--- config.mk ---
export PLATFORM = sky130hd
export DESIGN_NAME = trig_cmd_sequencer
export DESIGN_NICKNAME = d
export VERILOG_FILES = /design/src/rtl/trig_seq_pkg.sv /design/src/rtl/trig_cmd_fifo.sv /design/src/rtl/trig_cmd_sequencer.sv
export SDC_FILE = /design/constraint.sdc
export NUM_CORES = 1
export LEC_CHECK = 0
export CORE_MARGIN = 2
export CORE_UTILIZATION = 51
export CTS_BUF_LIST = sky130_fd_sc_hd__clkbuf_2
export CTS_CLUSTER_DIAMETER = 150
export DETAILED_ROUTE_END_ITERATION = 10
export DONT_BUFFER_PORTS = 1
export PLACE_DENSITY = 0.76
export SKIP_LAST_GASP = 1
export SYNTH_ARGS = -nofsm -noshare
export SYNTH_HDL_FRONTEND = slang
export SYNTH_SLANG_ARGS = --single-unit
export TNS_END_PERCENT = 1
--- constraint.sdc ---
create_clock -name clk -period 5 [get_ports clk]
set_input_delay 1.5 -clock clk [delete_from_list [all_inputs] [get_ports clk]]
set_output_delay 1.5 -clock clk [all_outputs]
set_load 0.05 [all_outputs]
--- src/rtl/trig_seq_pkg.sv ---
`default_nettype none
// ============================================================================
//  Module   : trig_seq_pkg
//  Purpose  : Shared definitions for the trigger command sequencer: the FSM
//             state encoding, the WAIT_BUSY timeout and default field widths.
//  Revision : 1.0 - initial release
// ============================================================================
package trig_seq_pkg;

    localparam int DEFAULT_DUR_W     = 11;
    localparam int DEFAULT_DEL_W     = 21;

    // Cycles spent in WAIT_BUSY waiting for trig_complete to drop before the
    // sequencer assumes a zero-length command and moves on.
    localparam int WAIT_BUSY_TIMEOUT = 4;
    localparam int WB_CNT_W          = $clog2(WAIT_BUSY_TIMEOUT);

    typedef enum logic [2:0] {
        ST_IDLE      = 3'd0,
        ST_LOAD      = 3'd1,
        ST_MARK      = 3'd2,
        ST_GO        = 3'd3,
        ST_WAIT_BUSY = 3'd4,
        ST_WAIT_DONE = 3'd5,
        ST_RELEASE   = 3'd6
    } seq_state_t;

endpackage : trig_seq_pkg
`default_nettype wire

--- src/rtl/trig_cmd_fifo.sv ---
`default_nettype none
// ============================================================================
//  Module   : trig_cmd_fifo
//  Purpose  : Command buffer. Entries are appended at the write pointer and
//             read back non-destructively through a random-access read port,
//             so the same buffer can be replayed any number of times.
//  Ports    : clk, rst      - clock, asynchronous active-high reset
//             wr_en/wr_data - append one entry (ignored when full)
//             rd_addr       - read address, rd_data is combinational
//             count, full   - number of stored entries, saturates at DEPTH
//  Revision : 1.0 - initial release
// ============================================================================
module trig_cmd_fifo #(
    parameter int DEPTH = 16,
    parameter int WIDTH = 32
) (
    input  logic                     clk,
    input  logic                     rst,
    input  logic                     wr_en,
    input  logic [WIDTH-1:0]         wr_data,
    input  logic [$clog2(DEPTH)-1:0] rd_addr,
    output logic [WIDTH-1:0]         rd_data,
    output logic [$clog2(DEPTH):0]   count,
    output logic                     full
);

    localparam int AW = $clog2(DEPTH);
    localparam logic [AW:0] FULL_COUNT = DEPTH[AW:0];

    logic [WIDTH-1:0] mem [DEPTH];
    logic [AW-1:0]    wr_ptr;
    logic             push;

    assign push    = wr_en && !full;
    assign full    = (count == FULL_COUNT);
    assign rd_data = mem[rd_addr];

    // Storage carries no reset; only entries below count are ever read.
    always_ff @(posedge clk) begin
        if (push) begin
            mem[wr_ptr] <= wr_data;
        end
    end

    // Pointer wraps modulo DEPTH (power of two); count cannot pass DEPTH
    // because pushes are blocked while full.
    always_ff @(posedge clk or posedge rst) begin
        if (rst) begin
            wr_ptr <= '0;
            count  <= '0;
        end else if (push) begin
            wr_ptr <= wr_ptr + 1'b1;
            count  <= count + 1'b1;
        end
    end

endmodule : trig_cmd_fifo
`default_nettype wire

--- src/rtl/trig_cmd_sequencer.sv ---
`default_nettype none
// ============================================================================
//  Module   : trig_cmd_sequencer
//  Purpose  : Buffers {delay, duration} trigger commands and plays them back
//             to a downstream trigger/LED stage using the on_your_mark /
//             gogogo / trig_rst handshake, one command at a time.
//  Ports    : clk, rst                  - clock, asynchronous active-high reset
//             wr_en, wr_delay, wr_duration - command push (accepted in IDLE)
//             start, abort              - play request / level abort
//             trig_complete             - downstream completion flag
//             on_your_mark, gogogo, trig_rst - downstream controls
//             duration, delay           - registered current command
//             busy, done, full, count   - status
//  Option   : TRIG_SEQ_LOOP_EN adds input loop_count[15:0]; the buffer is
//             replayed loop_count+1 times per start.
//  Revision : 1.0 - initial release
// ============================================================================
module trig_cmd_sequencer
    import trig_seq_pkg::*;
#(
    parameter int DEPTH = 16,
    parameter int DUR_W = DEFAULT_DUR_W,
    parameter int DEL_W = DEFAULT_DEL_W
) (
    input  logic                   clk,
    input  logic                   rst,
    input  logic                   wr_en,
    input  logic [DUR_W-1:0]       wr_duration,
    input  logic [DEL_W-1:0]       wr_delay,
    input  logic                   start,
    input  logic                   abort,
    input  logic                   trig_complete,
`ifdef TRIG_SEQ_LOOP_EN
    input  logic [15:0]            loop_count,
`endif
    output logic                   on_your_mark,
    output logic                   gogogo,
    output logic                   trig_rst,
    output logic [DUR_W-1:0]       duration,
    output logic [DEL_W-1:0]       delay,
    output logic                   busy,
    output logic                   done,
    output logic                   full,
    output logic [$clog2(DEPTH):0] count
);

    localparam int AW = $clog2(DEPTH);
    localparam int CW = AW + 1;
    localparam int EW = DEL_W + DUR_W;
    localparam logic [WB_CNT_W-1:0] WB_LAST = WB_CNT_W'(WAIT_BUSY_TIMEOUT - 1);

    seq_state_t          state;
    logic [CW-1:0]       rd_ptr;
    logic [CW-1:0]       next_ptr;
    logic [WB_CNT_W-1:0] wb_cnt;
    logic                aborting;
    logic [EW-1:0]       rd_data;
    logic                push_req;
`ifdef TRIG_SEQ_LOOP_EN
    logic [15:0]         loops_left;
`endif

    // Commands are only accepted while idle so the buffer is stable during
    // playback.
    assign push_req = wr_en && (state == ST_IDLE);
    assign next_ptr = rd_ptr + 1'b1;

    trig_cmd_fifo #(
        .DEPTH (DEPTH),
        .WIDTH (EW)
    ) u_fifo (
        .clk     (clk),
        .rst     (rst),
        .wr_en   (push_req),
        .wr_data ({wr_delay, wr_duration}),
        .rd_addr (rd_ptr[AW-1:0]),
        .rd_data (rd_data),
        .count   (count),
        .full    (full)
    );

    // Outputs are registered on entry to the state that owns them, so each
    // state sees its own control values for its whole duration.
    always_ff @(posedge clk or posedge rst) begin
        if (rst) begin
            state        <= ST_IDLE;
            rd_ptr       <= '0;
            wb_cnt       <= '0;
            aborting     <= 1'b0;
            on_your_mark <= 1'b0;
            gogogo       <= 1'b0;
            trig_rst     <= 1'b1;
            duration     <= '0;
            delay        <= '0;
            busy         <= 1'b0;
            done         <= 1'b0;
`ifdef TRIG_SEQ_LOOP_EN
            loops_left   <= '0;
`endif
        end else begin
            done <= 1'b0;
            // Abort beats everything except an abort already in progress:
            // route through RELEASE for its single trig_rst cycle.
            if ((state != ST_IDLE) && !aborting && abort) begin
                on_your_mark <= 1'b0;
                gogogo       <= 1'b0;
                trig_rst     <= 1'b1;
                aborting     <= 1'b1;
                state        <= ST_RELEASE;
            end else begin
                case (state)
                    ST_IDLE: begin
                        trig_rst <= 1'b0;
                        if (start && !abort) begin
                            if (count != '0) begin
                                state  <= ST_LOAD;
                                busy   <= 1'b1;
                                rd_ptr <= '0;
`ifdef TRIG_SEQ_LOOP_EN
                                loops_left <= loop_count;
`endif
                            end else begin
                                done <= 1'b1;
                            end
                        end
                    end
                    ST_LOAD: begin
                        {delay, duration} <= rd_data;
                        on_your_mark      <= 1'b1;
                        gogogo            <= 1'b0;
                        state             <= ST_MARK;
                    end
                    ST_MARK: begin
                        gogogo <= 1'b1;
                        state  <= ST_GO;
                    end
                    ST_GO: begin
                        wb_cnt <= '0;
                        state  <= ST_WAIT_BUSY;
                    end
                    ST_WAIT_BUSY: begin
                        // A zero-length command may never drop
                        // trig_complete; give up waiting after the timeout.
                        if (!trig_complete || (wb_cnt == WB_LAST)) begin
                            state <= ST_WAIT_DONE;
                        end else begin
                            wb_cnt <= wb_cnt + 1'b1;
                        end
                    end
                    ST_WAIT_DONE: begin
                        if (trig_complete) begin
                            on_your_mark <= 1'b0;
                            gogogo       <= 1'b0;
                            trig_rst     <= 1'b1;
                            state        <= ST_RELEASE;
                        end
                    end
                    ST_RELEASE: begin
                        trig_rst <= 1'b0;
                        if (aborting) begin
                            aborting <= 1'b0;
                            busy     <= 1'b0;
                            state    <= ST_IDLE;
                        end else if (next_ptr < count) begin
                            rd_ptr <= next_ptr;
                            state  <= ST_LOAD;
`ifdef TRIG_SEQ_LOOP_EN
                        end else if (loops_left != 16'd0) begin
                            loops_left <= loops_left - 16'd1;
                            rd_ptr     <= '0;
                            state      <= ST_LOAD;
`endif
                        end else begin
                            done  <= 1'b1;
                            busy  <= 1'b0;
                            state <= ST_IDLE;
                        end
                    end
                    default: begin
                        state <= ST_IDLE;
                    end
                endcase
            end
        end
    end

endmodule : trig_cmd_sequencer
`default_nettype wire

== Word level (Yosys, flattened, before mapping) ==
Memory sizes are Yosys's and may differ from the RTL's. A register that Yosys moved wholly into a read port is not among the register bits.
Index checks and enable logic that the tools add are counted.

* Memories: 1
* Output and inout bits: 43
* Bits in registers: 25
* Bits in writable memories: 512

{| class="wikitable"
|+ Memory list
! memory !! words !! width !! rd ports !! clocked after Yosys merged registers in !! wr ports !! line !! source
|-
| u_fifo.mem || 16 || 32 || 1 || 1 || 1 || trig_cmd_fifo.sv:30 || <nowiki>logic [WIDTH-1:0] mem [DEPTH];</nowiki>
|}

* Reductions and logical operators: 28
* $add $sub $neg: 4
* Multiplexer cells: 38
* Bitwise logic cells: 1
* Magnitude comparators: 1
* Eq/ne operators: 18

{| class="wikitable"
|+ Operator list
! operator !! count
|-
| 3-bit case mux with 7 select lines || 1
|-
| 1-bit two-way mux || 20
|-
| 5-bit two-way mux || 4
|-
| 3-bit two-way mux || 5
|-
| 5-bit by 1-bit adder with 5-bit output, second input constant || 2
|-
| 5-bit case mux with 2 select lines || 1
|-
| 3-bit == test, second input constant || 3
|-
| 3-bit inequality test, second input constant || 3
|-
| 3-bit nonzero test || 3
|-
| 1-bit case mux with 2 select lines || 4
|-
| 2-bit AND reduction || 4
|-
| 3-bit by 2-bit == test with 1-bit output, second input constant || 2
|-
| 2-bit inequality test, second input constant || 3
|-
| 3-bit by 1-bit inequality test with 1-bit output, second input constant || 2
|-
| 6-bit AND reduction || 1
|-
| 2-bit nonzero test || 3
|-
| 5-bit == test, second input constant || 1
|-
| 1-bit logical AND || 5
|-
| 5-bit less-than comparator || 1
|-
| 5-bit AND reduction || 1
|-
| 5-bit nonzero test || 1
|-
| 4-bit by 1-bit adder with 4-bit output, second input constant || 1
|-
| 1-bit zero test || 4
|-
| 2-bit by 1-bit inequality test with 1-bit output, second input constant || 2
|-
| other kinds (13) || 13
|}

== Logic depth before layout (Yosys ltp) ==
Gate-level depths: netlist (run 1).

* Depth after elaboration: 6
* Gate-level depth with buffers: 11

== Hierarchy ==
From an unflattened synthesis (run 1), not the netlist that was laid out.

* Cell total of the unflattened synthesis: 1038
* Area total of the unflattened synthesis: 21948.6 µm²

{| class="wikitable"
|+ By module, submodules not included
! module !! cells an instance !! area an instance (µm²) !! sequential area each (µm²) !! instances
|-
| trig_cmd_fifo || 847 || 19695.1 || 15600.0 || 1
|-
| trig_cmd_sequencer || 191 || 2253.4 || 1202.4 || 1
|}

== Least setup slack after synthesis (run 1) ==
No wires, ideal clock.

* Path kind: input to register
* From: in wr_en
* To: mem u_fifo.mem[4][0], enable pin
* Slack: 0.067 ns
* Buffers on the path: 2
* Stages on the path: 5
* Setup time: 0.468 ns
* Data required time: 4.532 ns
* Arrival: 4.465 ns
* Path through: and3_1 > buf_2 > buf_2 > nand2_1 > nor3b_1

* Cells in the longest elaborated chain, start to end: 4

{| class="wikitable"
|+ Ends and longest elaborated chain
! element !! line !! source
|-
| start, declared || trig_cmd_sequencer.sv:27 || <nowiki>input logic wr_en,</nowiki>
|-
| 1-bit logical AND || trig_cmd_sequencer.sv:65 || <nowiki>assign push_req = wr_en && (state == ST_IDLE);</nowiki>
|-
| 1-bit logical AND || trig_cmd_fifo.sv:34 || <nowiki>assign push = wr_en && !full;</nowiki>
|-
| 1-bit two-way mux || trig_cmd_fifo.sv:40 || <nowiki>if (push) begin</nowiki>
|-
| 1-bit two-way mux (implied by the code) || trig_cmd_fifo.sv:41 || <nowiki>mem[wr_ptr] <= wr_data;</nowiki>
|-
| end, declared || trig_cmd_fifo.sv:30 ||
|}

No other way between the ends.

== Worst setup path after layout (run 1) ==
* From: reg u_fifo.count[0]
* To: out full

* Cells in the longest elaborated chain, start to end: 1

{| class="wikitable"
|+ Ends and longest elaborated chain
! element !! line !! source
|-
| start, declared || trig_cmd_fifo.sv:23 || <nowiki>output logic [$clog2(DEPTH):0] count,</nowiki>
|-
| start signal, assigned || trig_cmd_fifo.sv:53 || <nowiki>count <= count + 1'b1;</nowiki>
|-
| 5-bit == test || trig_cmd_fifo.sv:35 || <nowiki>assign full = (count == FULL_COUNT);</nowiki>
|-
| end, declared || trig_cmd_sequencer.sv:43 || <nowiki>output logic full,</nowiki>
|}

No other way between the ends.

==> results.py, run 1 <==
metrics = {
    "sta": {
        "whs_ns": 0.513,
        "worst_pin_slew_ns": 1.12,
        "setup_ws_ns": 0.986,
        "slew_viol_final": 0,
        "hold_viol": 0,
        "slew_headroom_pct": 25.1,
        "post-route-min-period_ns": 4.01,
        "max_clock_freq_ghz": 0.249,
        "grt_setup_unrepaired": "no",
        "setup_viol": 0,
        "tns_ns": 0,
        "skew_ns": 0.0726,
        "period_share_pct": 80.3,
    },
    "floorplanning": {
        "dieArea_um2": 44700,
        "die_h_um": 211,
        "start_util_pct": 51.9,
        "core_um2": 42200,
        "pin_count": 81,
        "die_w_um": 211,
        "rows": 75,
    },
    "grt": {
        "grt_use_met2_pct": 33.8,
        "grt_max_degree": 68,
        "grtUsageMet1_pct": 25.7,
        "use_met3_pct": 5.65,
        "grt_pass1_wl_um": 66100,
        "grt.overflow.total": 0,
        "groute.usage.overall_pct": 20.4,
        "grt_pass1_vias": 11285,
        "antenna_found_initial": 1,
        "gr-max-usage-layer": "met2",
    },
    "pwr": {
        "p_per_area_nw_per_um2": 501,
        "p_leak_nw": 7.73,
        "max-vdd-ir-drop_v": 0.000316,
        "power.total_mw": 11.9,
    },
    "setup_path": {
        "path_common_cell": "inv_1",
        "endpoint_kind": "output pin",
        "path_cells": "inv_1, ha_1, nand4_1, inv_1",
        "crit_slowest_cell": "dfrtp_1",
        "reg2reg_from": "u_fifo.count[0]",
        "crit_path_start": "u_fifo.count[0]",
        "slowest_delay_ns": 0.61,
        "cp_max_fo": 5,
        "critPathArrivalTime_ns": 2.51,
        "critPathBufInv": 2,
        "critical_path_class": "reg -> out",
        "crit_family": "flip-flops",
        "cp.required_ns": 3.50,
        "start_kind": "register",
    },
    "synthesis": {
        "synth.most_common_cell": "edfxtp_1",
        "synth_edf_count": 512,
        "syn_avg_cell_area_um2": 21.3,
        "ys_ff_latch": 569,
        "synth.top_cell.area_share_pct": 70.1,
        "ys_seq_area_share_pct": 76.6,
        "yosys-top-cells-area": "edfxtp_1 (70%), mux4_2 (13%), dfrtp_1 (6.4%)",
        "postSynthCellCount": 1030,
        "synth_top_family_by_area": "multiplexers",
        "synthMuxAreaShare_pct": 14.7,
        "yosysWarnings": 0,
        "syn_nets": 1080,
        "synth_cell_types": 53,
        "synth_common_cells": "edfxtp_1 (512), mux4_2 (128), dfrtp_1 (56)",
        "synth_xor_area_share_pct": 0.399,
        "syn_area_um2": 21900,
        "yosysTopAreaCell": "edfxtp_1",
        "ys.flop_type": "edfxtp_1",
        "synth_async_sr_flop_share_pct": 10.0,
        "synth_fa_ha_area_share_pct": 0.685,
        "synth-compound-area-share_pct": 3.20,
        "synthSimpleGateAreaFrac_pct": 2.78,
    },
    "routing": {
        "drc_errors": 0,
        "vias": 10632,
        "drt-wirelength-per-cell_um": 24.9,
        "routed_wl_um": 44100,
        "drt-pass1-iter-count": 7,
        "detail-route-antenna-nets": 0,
        "vias_per_cell": 6.01,
        "drt_iter0_drc": 1061,
    },
    "cells_and_area": {
        "synthToLayoutAreaGrowth_pct": 8.25,
        "fin_nets": 1181,
        "final_cells": 1769,
        "fin_util_pct": 56.2,
        "drive_gt1_share_pct": 32.3,
        "stdcell_area_um2": 23700,
    },
    "clock_network": {
        "path_clk_slew_ns": 0.11,
        "cts.path.max_buffers": 3,
        "cts_resized": 0,
        "cts-hold-fix-buffers": 0,
        "clkLatencyLatePin_ns": 1.08,
        "cts_made_buffers": 136,
        "clock-sinks": 569,
        "htreeDepth": 4,
        "post-cts-setup-buffers": 0,
        "tritoncts": "yes",
        "cts-root-buf": "clkbuf_2",
    },
    "place": {
        "pre_cts_ws_ns": 1.45,
        "gp_congestion": 0.730,
        "placed_cells": 1532,
        "dp_hpwl_um": 23900,
        "portBuffers": 0,
        "dpl-instance-area_um2": 22500,
    },
    "run_status": {
        "outcome": "complete, no violations",
    },
    "hold_path": {
        "worstHoldStart": "wr_delay[8]",
        "min_path_type": "in -> reg",
    },
    "flow_run": {
        "drv_cap": 0,
    },
}
-- layer usage --
layer	wire [um]	share of wire (%)
met5	0	0
met1	17100	39
met4	802	1.8
met2	22500	51
met3	3660	8.3
-- sequential cells by signal (all words and copies together), names as in the netlist --
signal and flops:
u_fifo.mem 512, rd_ptr 5, u_fifo.count 5, done 1, busy 1, state 3, trig_rst 1, wb_cnt 2
aborting 1, on_your_mark 1, gogogo 1, u_fifo.wr_ptr 4, delay 21, duration 11
-- kinds of logic after synthesis --
kind of cell / after synthesis
DFF: 569
adders and majority gates: 12
AOI/OAI and AO/OA: 100
xor gates and xnor gates: 10
muxes: 161
and+or+nand+nor: 114
buffers and inverters: 64
-- where the power goes --
part,total (mW),internal [mW],switching (mW)
registers,6.52,5.52,1.00
logic,2.35,1.23,1.12
clock network,3.02,1.26,1.76
-- cell usage in the layout, fill, tap and decap left out, drive strengths merged, types with 2 or more instances in the layout --
cell type / n
o21ai: 10
edfxtp: 512
a21oi: 8
and3: 8
mux2: 15
mux4: 128
nor3: 6
nor3b: 7
nand3: 6
xnor2: 9
mux2i: 18
clkinvlp: 5
and2: 10
a22oi: 29
inv: 15
nand2: 26
nor2b: 8
dfrtp: 56
nor2: 26
buf: 15
nand4: 4
nand2b: 3
a221o: 2
clkbuf: 198
o22ai: 22
a211oi: 18
nand3b: 2
bufinv: 4
a21o: 3
a22o: 3
clkinv: 26
or3: 2
ha: 12
-- worst paths after layout --
kind | end | slack, ns | cells after the start
hold / removal | u_fifo.mem[6][19] | 0.51 | 0
setup / recovery | full | 0.99 | 4
min in group asynchronous | delay[12] | 0.54 | 1
setup reg to reg | u_fifo.mem[1][10] | 1.66 | 7
max in group asynchronous | trig_rst | 3.51 | 2
hold reg to reg | rd_ptr[4] | 0.54 | 1
-- layout make-up --
cell class,count,area (um2)
fill,3098,18500
sequential,569,16800
multi-input combinational,397,4820
clock buffer,198,991
tap,539,674
clock inverter,38,268
timing repair buffer,15,125
inverter,12,45.0
antenna,1,2.50
No activity file was read; power rests on OpenSTA's default activity.
==> run 2: changes to the inputs <==
==> constraint.sdc (replaced) <==
create_clock -name clk -period 3.7 [get_ports clk]
set_input_delay 1.11 -clock clk [delete_from_list [all_inputs] [get_ports clk]]
set_output_delay 1.11 -clock clk [all_outputs]
set_load 0.05 [all_outputs]
==> run 2 against run 1 <==
Compared with the run above: final cell count grew 2.1%; die area stayed put; critical endpoint unchanged; via count rose by 2.3%; clock-buffer cell count up 7; sequential cell count stayed put; largest power group unchanged; core utilization increased by 1.0 points; clock power increased by 33%; clock skew up 0.019 ns.
==> results.py, run 2 (same netlist as run 1, synthesis figures left out) <==
metrics = {
    "setup_path": {
        "reg2regPathDepth": 6,
        "path_cells": "buf_4, inv_1, ha_1, nand4_1, inv_1",
        "reg2reg_slack_ns": 0.78,
        "critical_path_class": "reg -> out",
        "start_kind": "register",
        "endpoint_kind": "output pin",
        "cp.required_ns": 2.59,
        "slowest_delay_ns": 0.37,
        "crit_family": "buffers and inverters",
        "path_common_cell": "inv_1",
        "crit_slowest_cell": "dfrtp_1",
        "critPathBufInv": 3,
        "reg2reg_to": "u_fifo.mem[2][13]",
        "cp_max_fo": 5,
        "critPathArrivalTime_ns": 2.35,
        "reg2reg_from": "u_fifo.count[2]",
    },
    "hold_path": {
        "min_path_type": "in -> reg",
        "min_to": "u_fifo.mem[9][4]",
        "worstHoldStart": "wr_duration[4]",
        "min_path_cells": 0,
    },
    "sta": {
        "setup_ws_ns": 0.236,
        "post-route-min-period_ns": 3.46,
        "max_clock_freq_ghz": 0.289,
        "period_share_pct": 93.6,
        "skew_ns": 0.0916,
        "grt_setup_unrepaired": "no",
        "slew_viol_final": 0,
        "worst_pin_slew_ns": 0.927,
        "hold_viol": 0,
        "setup_viol": 0,
        "slew_headroom_pct": 37.9,
        "whs_ns": 0.122,
    },
    "routing": {
        "vias": 10876,
        "drt_iter0_drc": 1255,
        "drt-wirelength-per-cell_um": 25.6,
        "drc_errors": 0,
        "vias_per_cell": 6.02,
        "drt-pass1-iter-count": 5,
        "routed_wl_um": 46300,
        "detail-route-antenna-nets": 0,
    },
    "clock_network": {
        "path_clk_slew_ns": 0.12,
        "cts-hold-fix-buffers": 16,
        "tritoncts": "yes",
        "cts-root-buf": "clkbuf_2",
        "clkLatencyLatePin_ns": 1.09,
        "clock-sinks": 569,
        "htreeDepth": 4,
        "cts_resized": 0,
        "post-cts-setup-buffers": 0,
        "cts.path.max_buffers": 3,
        "cts_made_buffers": 136,
    },
    "pwr": {
        "p_per_area_nw_per_um2": 669,
        "max-vdd-ir-drop_v": 0.000301,
        "power.total_mw": 16.2,
        "p_leak_nw": 7.96,
    },
    "grt": {
        "grt_max_degree": 58,
        "grt_pass1_wl_um": 70000,
        "grt_pass1_vias": 11380,
        "grt.overflow.total": 0,
        "antenna_found_initial": 1,
        "groute.usage.overall_pct": 21.7,
    },
    "floorplanning": {
        "die_w_um": 211,
        "dieArea_um2": 44700,
        "start_util_pct": 51.9,
        "core_um2": 42200,
        "die_h_um": 211,
        "rows": 75,
        "pin_count": 81,
    },
    "flow_run": {
        "drv_cap": 0,
    },
    "cells_and_area": {
        "layout_commonest_cell": "edfxtp_1",
        "final_cell_mix": "edfxtp_1 (512), clkbuf_2 (205), mux4_2 (128)",
        "fin_nets": 1223,
        "largest_register_ffs": 512,
        "final_cells": 1807,
        "stdcell_area_um2": 24200,
        "largestRegisters": "u_fifo.mem: 512 flops, delay: 21 flops, duration: 11 flops",
        "top_register": "u_fifo.mem",
        "drive_gt1_share_pct": 34.1,
        "synthToLayoutAreaGrowth_pct": 10.3,
        "nFillCells": 3068,
    },
    "place": {
        "pre_cts_ws_ns": 0.675,
        "portBuffers": 0,
        "placed_cells": 1558,
        "dp_hpwl_um": 26200,
        "dpl-instance-area_um2": 22800,
        "gp_congestion": 0.804,
    },
    "run_status": {
        "outcome": "complete, no violations",
    },
}
==> run 2: cell types whose count changed in the layout (fill, tap and decap cells not counted) <==
| cell | delta |
|---|---|
| buf_4 | +17 |
| dlygate4sd3_1 | +16 |
| clkinv_1 | -13 |
| buf_12 | +9 |
| clkbuf_2 | +7 |
| clkinv_2 | +2 |
| bufinv_16 | -1 |
| clkinvlp_4 | +1 |
==> run 2: area by class of cell <==
| type | count | area [um2] | area share (%) |
|---|---|---|---|
| Multi-Input combinational cell | 397 | 4820 | 19.9 |
| Antenna cell | 1 | 2.50 | 0.0104 |
| Clock buffer | 205 | 1030 | 4.24 |
| Timing Repair Buffer | 57 | 593 | 2.45 |
| Clock inverter | 27 | 206 | 0.854 |
| Inverter | 12 | 45.0 | 0.186 |
| Sequential cell | 569 | 16800 | 69.5 |
| Tap cell | 539 | 674 | 2.79 |
==> run 2: metrics by stage <==
| step | util, % | setup TNS [ns] |
|---|---|---|
| after floorplan | - | -110.99 |
| after global placement | 53.9 | 0 |
| after detailed placement | 53.9 | 0 |
| after CTS | 57.2 | 0 |
| after global routing | 57.3 | 0 |
| final | 57.3 | 0 |
==> run 2: how the worst max path moves through the flow <==
stage	from	end	slack [ns]	cells after the start
CTS	u_fifo.count[0]	full	0.09	5
global placement	wr_en	u_fifo.mem[2][29]	0.79	4
global route	u_fifo.count[0]	full	0.04	5
finish	u_fifo.count[0]	full	0.24	5
detailed placement	abort	delay[6]	0.67	5
floorplan	u_fifo.count[0]	u_fifo.mem[4][0]	-0.88	8
==> run 2: worst register-to-register path: stages (launching register included) <==
cell and delay (ns):
dfrtp_1 0.74, inv_1 0.14, nand4_1 0.11, and3_1 0.39
nor3b_1 0.36, and2_2 0.55, buf_4 0.30
==> run 2: layer usage <==
layer	track usage, %	vias to the layer above	wire (um)
met5	0	-	0
met2	33.6	510	22700
met4	8.38	0	1170
met3	6.42	80	4010
li1	-	4643	-
met1	29.4	5643	18500
==> run 2: report_power, final <==
part	internal, mW	switching [mW]
logic	1.73	1.71
clock network	1.67	2.36
registers	7.45	1.24
total	10.9	5.31
==> run 3: changes to the inputs <==
--- a/config.mk
+++ b/config.mk
@@ -5,7 +5,7 @@
 export SDC_FILE = /design/constraint.sdc
 export NUM_CORES = 1
 export LEC_CHECK = 0
-export CORE_MARGIN = 2
+export CORE_MARGIN = 3
 export CORE_UTILIZATION = 51
 export CTS_BUF_LIST = sky130_fd_sc_hd__clkbuf_2
 export CTS_CLUSTER_DIAMETER = 150
@@ -15,5 +15,6 @@
 export SKIP_LAST_GASP = 1
 export SYNTH_ARGS = -nofsm -noshare
 export SYNTH_HDL_FRONTEND = slang
+export SYNTH_HIERARCHICAL = 1
 export SYNTH_SLANG_ARGS = --single-unit
 export TNS_END_PERCENT = 1
==> run 3 against run 2 <==
Compared with the run above: synthesized cell count up 0.78%; critical path depth down 3; die area grew 2.0%; clock power is 7.2% higher; combinational power up 2%; first-iteration DRC count shrank 19%; clock-buffer cell count up 12; final area rose by 0.37%; wire length shrank 5.8%; non-clock buffer count decreased by 28; highest routed layer unchanged.
==> results.py, run 3 <==
metrics = {
    "run_status": {
        "outcome": "complete, no violations",
    },
    "hold_path": {
        "min_path_type": "in -> reg",
    },
    "sta": {
        "worst_pin_slew_ns": 1.11,
        "whs_ns": 0.146,
        "setup_ws_ns": 0.272,
        "post-route-min-period_ns": 3.43,
        "hold_viol": 0,
        "period_share_pct": 92.7,
        "slew_viol_final": 0,
        "max_clock_freq_ghz": 0.292,
        "grt_setup_unrepaired": "no",
        "tns_ns": 0,
        "skew_ns": 0.0877,
        "setup_viol": 0,
        "slew_headroom_pct": 26.1,
    },
    "place": {
        "gp_congestion": 0.784,
        "dp_hpwl_um": 24200,
        "pre_cts_ws_ns": 0.707,
        "portBuffers": 0,
        "placed_cells": 1551,
    },
    "cells_and_area": {
        "largest_register_ffs": 512,
        "layout_commonest_cell": "edfxtp_1",
        "largestRegisters": "u_fifo/mem: 512 flops, delay: 21 flops, duration: 11 flops",
        "drive_gt1_share_pct": 35.9,
        "final_cells": 1803,
        "regArea_um2": 16800,
        "synthToLayoutAreaGrowth_pct": 10.6,
        "fin_nets": 1202,
        "final_cell_mix": "edfxtp_1 (512), clkbuf_2 (217), mux4_2 (128)",
        "multi_input_area_um2": 4910,
        "top_register": "u_fifo/mem",
        "nFillCells": 3034,
    },
    "routing": {
        "drt-wirelength-per-cell_um": 24.2,
        "vias_per_cell": 5.90,
        "drc_errors": 0,
        "drt_iter0_drc": 1013,
        "drt-pass1-iter-count": 5,
        "detail-route-antenna-nets": 0,
        "vias": 10638,
        "routed_wl_um": 43600,
    },
    "pwr": {
        "power_frac_comb_pct": 21.3,
        "p_leak_nw": 8.04,
        "p_sw_share_pct": 32.4,
        "max-vdd-ir-drop_v": 0.000544,
        "p_switching_mw": 5.35,
        "p_clk_share_pct": 26.2,
        "power.total_mw": 16.5,
        "p_seq_share_pct": 52.5,
        "p_per_area_nw_per_um2": 679,
        "power.internal_mw": 11.1,
    },
    "grt": {
        "antenna_found_initial": 1,
        "grt_pass1_vias": 11398,
        "grt_max_degree": 107,
        "groute.usage.overall_pct": 20.0,
        "grt.overflow.total": 0,
        "grt_pass1_wl_um": 67300,
    },
    "clock_network": {
        "post-cts-setup-buffers": 0,
        "cts-root-buf": "clkbuf_2",
        "tritoncts": "yes",
        "cts_made_buffers": 137,
        "path_clk_slew_ns": 0.12,
        "clkLatencyLatePin_ns": 1.05,
        "cts.path.max_buffers": 3,
        "clock-sinks": 569,
        "htreeDepth": 4,
    },
    "flow_run": {
        "drv_cap": 0,
    },
    "synthesis": {
        "ys_seq_area_share_pct": 76.6,
        "syn_avg_cell_area_um2": 21.1,
        "ys.flop_type": "edfxtp_1",
        "synth_cell_types": 49,
        "yosysTopAreaCell": "edfxtp_1",
        "yosys-top-cells-area": "edfxtp_1 (70%), mux4_2 (13%), dfrtp_1 (6.4%)",
        "yosysWarnings": 6,
        "syn_nets": 1088,
        "postSynthCellCount": 1038,
        "synth.top_cell.area_share_pct": 70.0,
        "synth_edf_count": 512,
        "syn_area_um2": 21900,
        "ys_ff_latch": 569,
        "synth_common_cells": "edfxtp_1 (512), mux4_2 (128), a22oi_1 (64)",
        "synth_async_sr_flop_share_pct": 10.0,
        "synth.most_common_cell": "edfxtp_1",
    },
    "floorplanning": {
        "pin_count": 81,
        "start_util_pct": 52.0,
        "die_w_um": 213,
        "rows": 75,
        "die_h_um": 213,
        "dieArea_um2": 45600,
        "core_um2": 42200,
    },
    "setup_path": {
        "endpoint_kind": "output pin",
        "path_cells": "nand4bb_2, clkinvlp_4",
        "slowest_delay_ns": 0.56,
        "critPathArrivalTime_ns": 2.32,
        "cp_max_fo": 7,
        "critical_path_class": "reg -> out",
        "cp.required_ns": 2.59,
        "start_kind": "register",
        "crit_slowest_cell": "dfrtp_2",
    },
}
[run 3: timing repair]
item	CTS	global route
endpoints found under the hold margin	28	0
gates resized for setup	3	1
endpoints found under the setup margin	1	1
hold buffers	1	0
cloned	0	0
[run 3: final cells by class]
cell class                 instances  area share (%)
clock buffer                     217            4.48
antenna                            1          0.0103
timing repair buffer              29            1.63
inverter                          22           0.356
sequential                       569            69.3
clock inverter                    33            1.24
tap                              539            2.78
multi-input combinational        393            20.2
[run 3: logic make-up after synthesis]
kind of cell	share of synthesized area, %
AOI/OAI and AO/OA	3.33
xor gates and xnor gates	0.399
adders and majority gates	0.684
buffers and inverters	1.57
DFF	76.6
muxes	14.8
and+or+nand+nor	2.68
[run 3: worst paths after layout]
kind	start	to	slack (ns)	cells after the start
max reg2reg	rd_ptr[1]	rd_ptr[2]	0.76	9
max	u_fifo/count[2]	full	0.27	2
min	wr_delay[8]	u_fifo/mem[8][19]	0.15	0
min in group asynchronous	rst	u_fifo/wr_ptr[2]	0.57	2
max in group asynchronous	rst	duration[3]	2.11	3
min reg2reg	wb_cnt[0]	wb_cnt[0]	0.51	1
[run 3: worst max-delay path: cells and delay by family, from the launching register on]
kind / cells / cell delay [ns]
flip-flops: 1 / 0.56
buffers and inverters: 1 / 0.36
AND/OR/NAND/NOR: 1 / 0.42
[run 3: power groups by stage]
stage | registers (mW) | logic, mW | clock network [mW]
final | 8.65 | 3.52 | 4.32
after global routing | 8.72 | 3.85 | 4.80
after CTS | 8.66 | 3.58 | 4.45
after detailed placement | 8.80 | 3.54 | 0
after global placement | 8.78 | 3.50 | 0
after floorplan | 8.61 | 2.80 | 0
[run 3: per-stage QoR]
| stage | area [um2] | util (%) |
|---|---|---|
| after floorplan | 22000 | - |
| after global placement | 22900 | 54.1 |
| after detailed placement | 22900 | 54.1 |
| after CTS | 24300 | 57.4 |
| after global routing | 24300 | 57.5 |
| final | 24300 | 57.5 |
[run 3: metal layers]
layer	wire (um)	global-route usage, %	vias up
met1	17300	26.5	5507
li1	-	-	4622
met4	801	6.79	0
met2	22200	32.5	441
met5	0	0	-
met3	3370	5.49	68
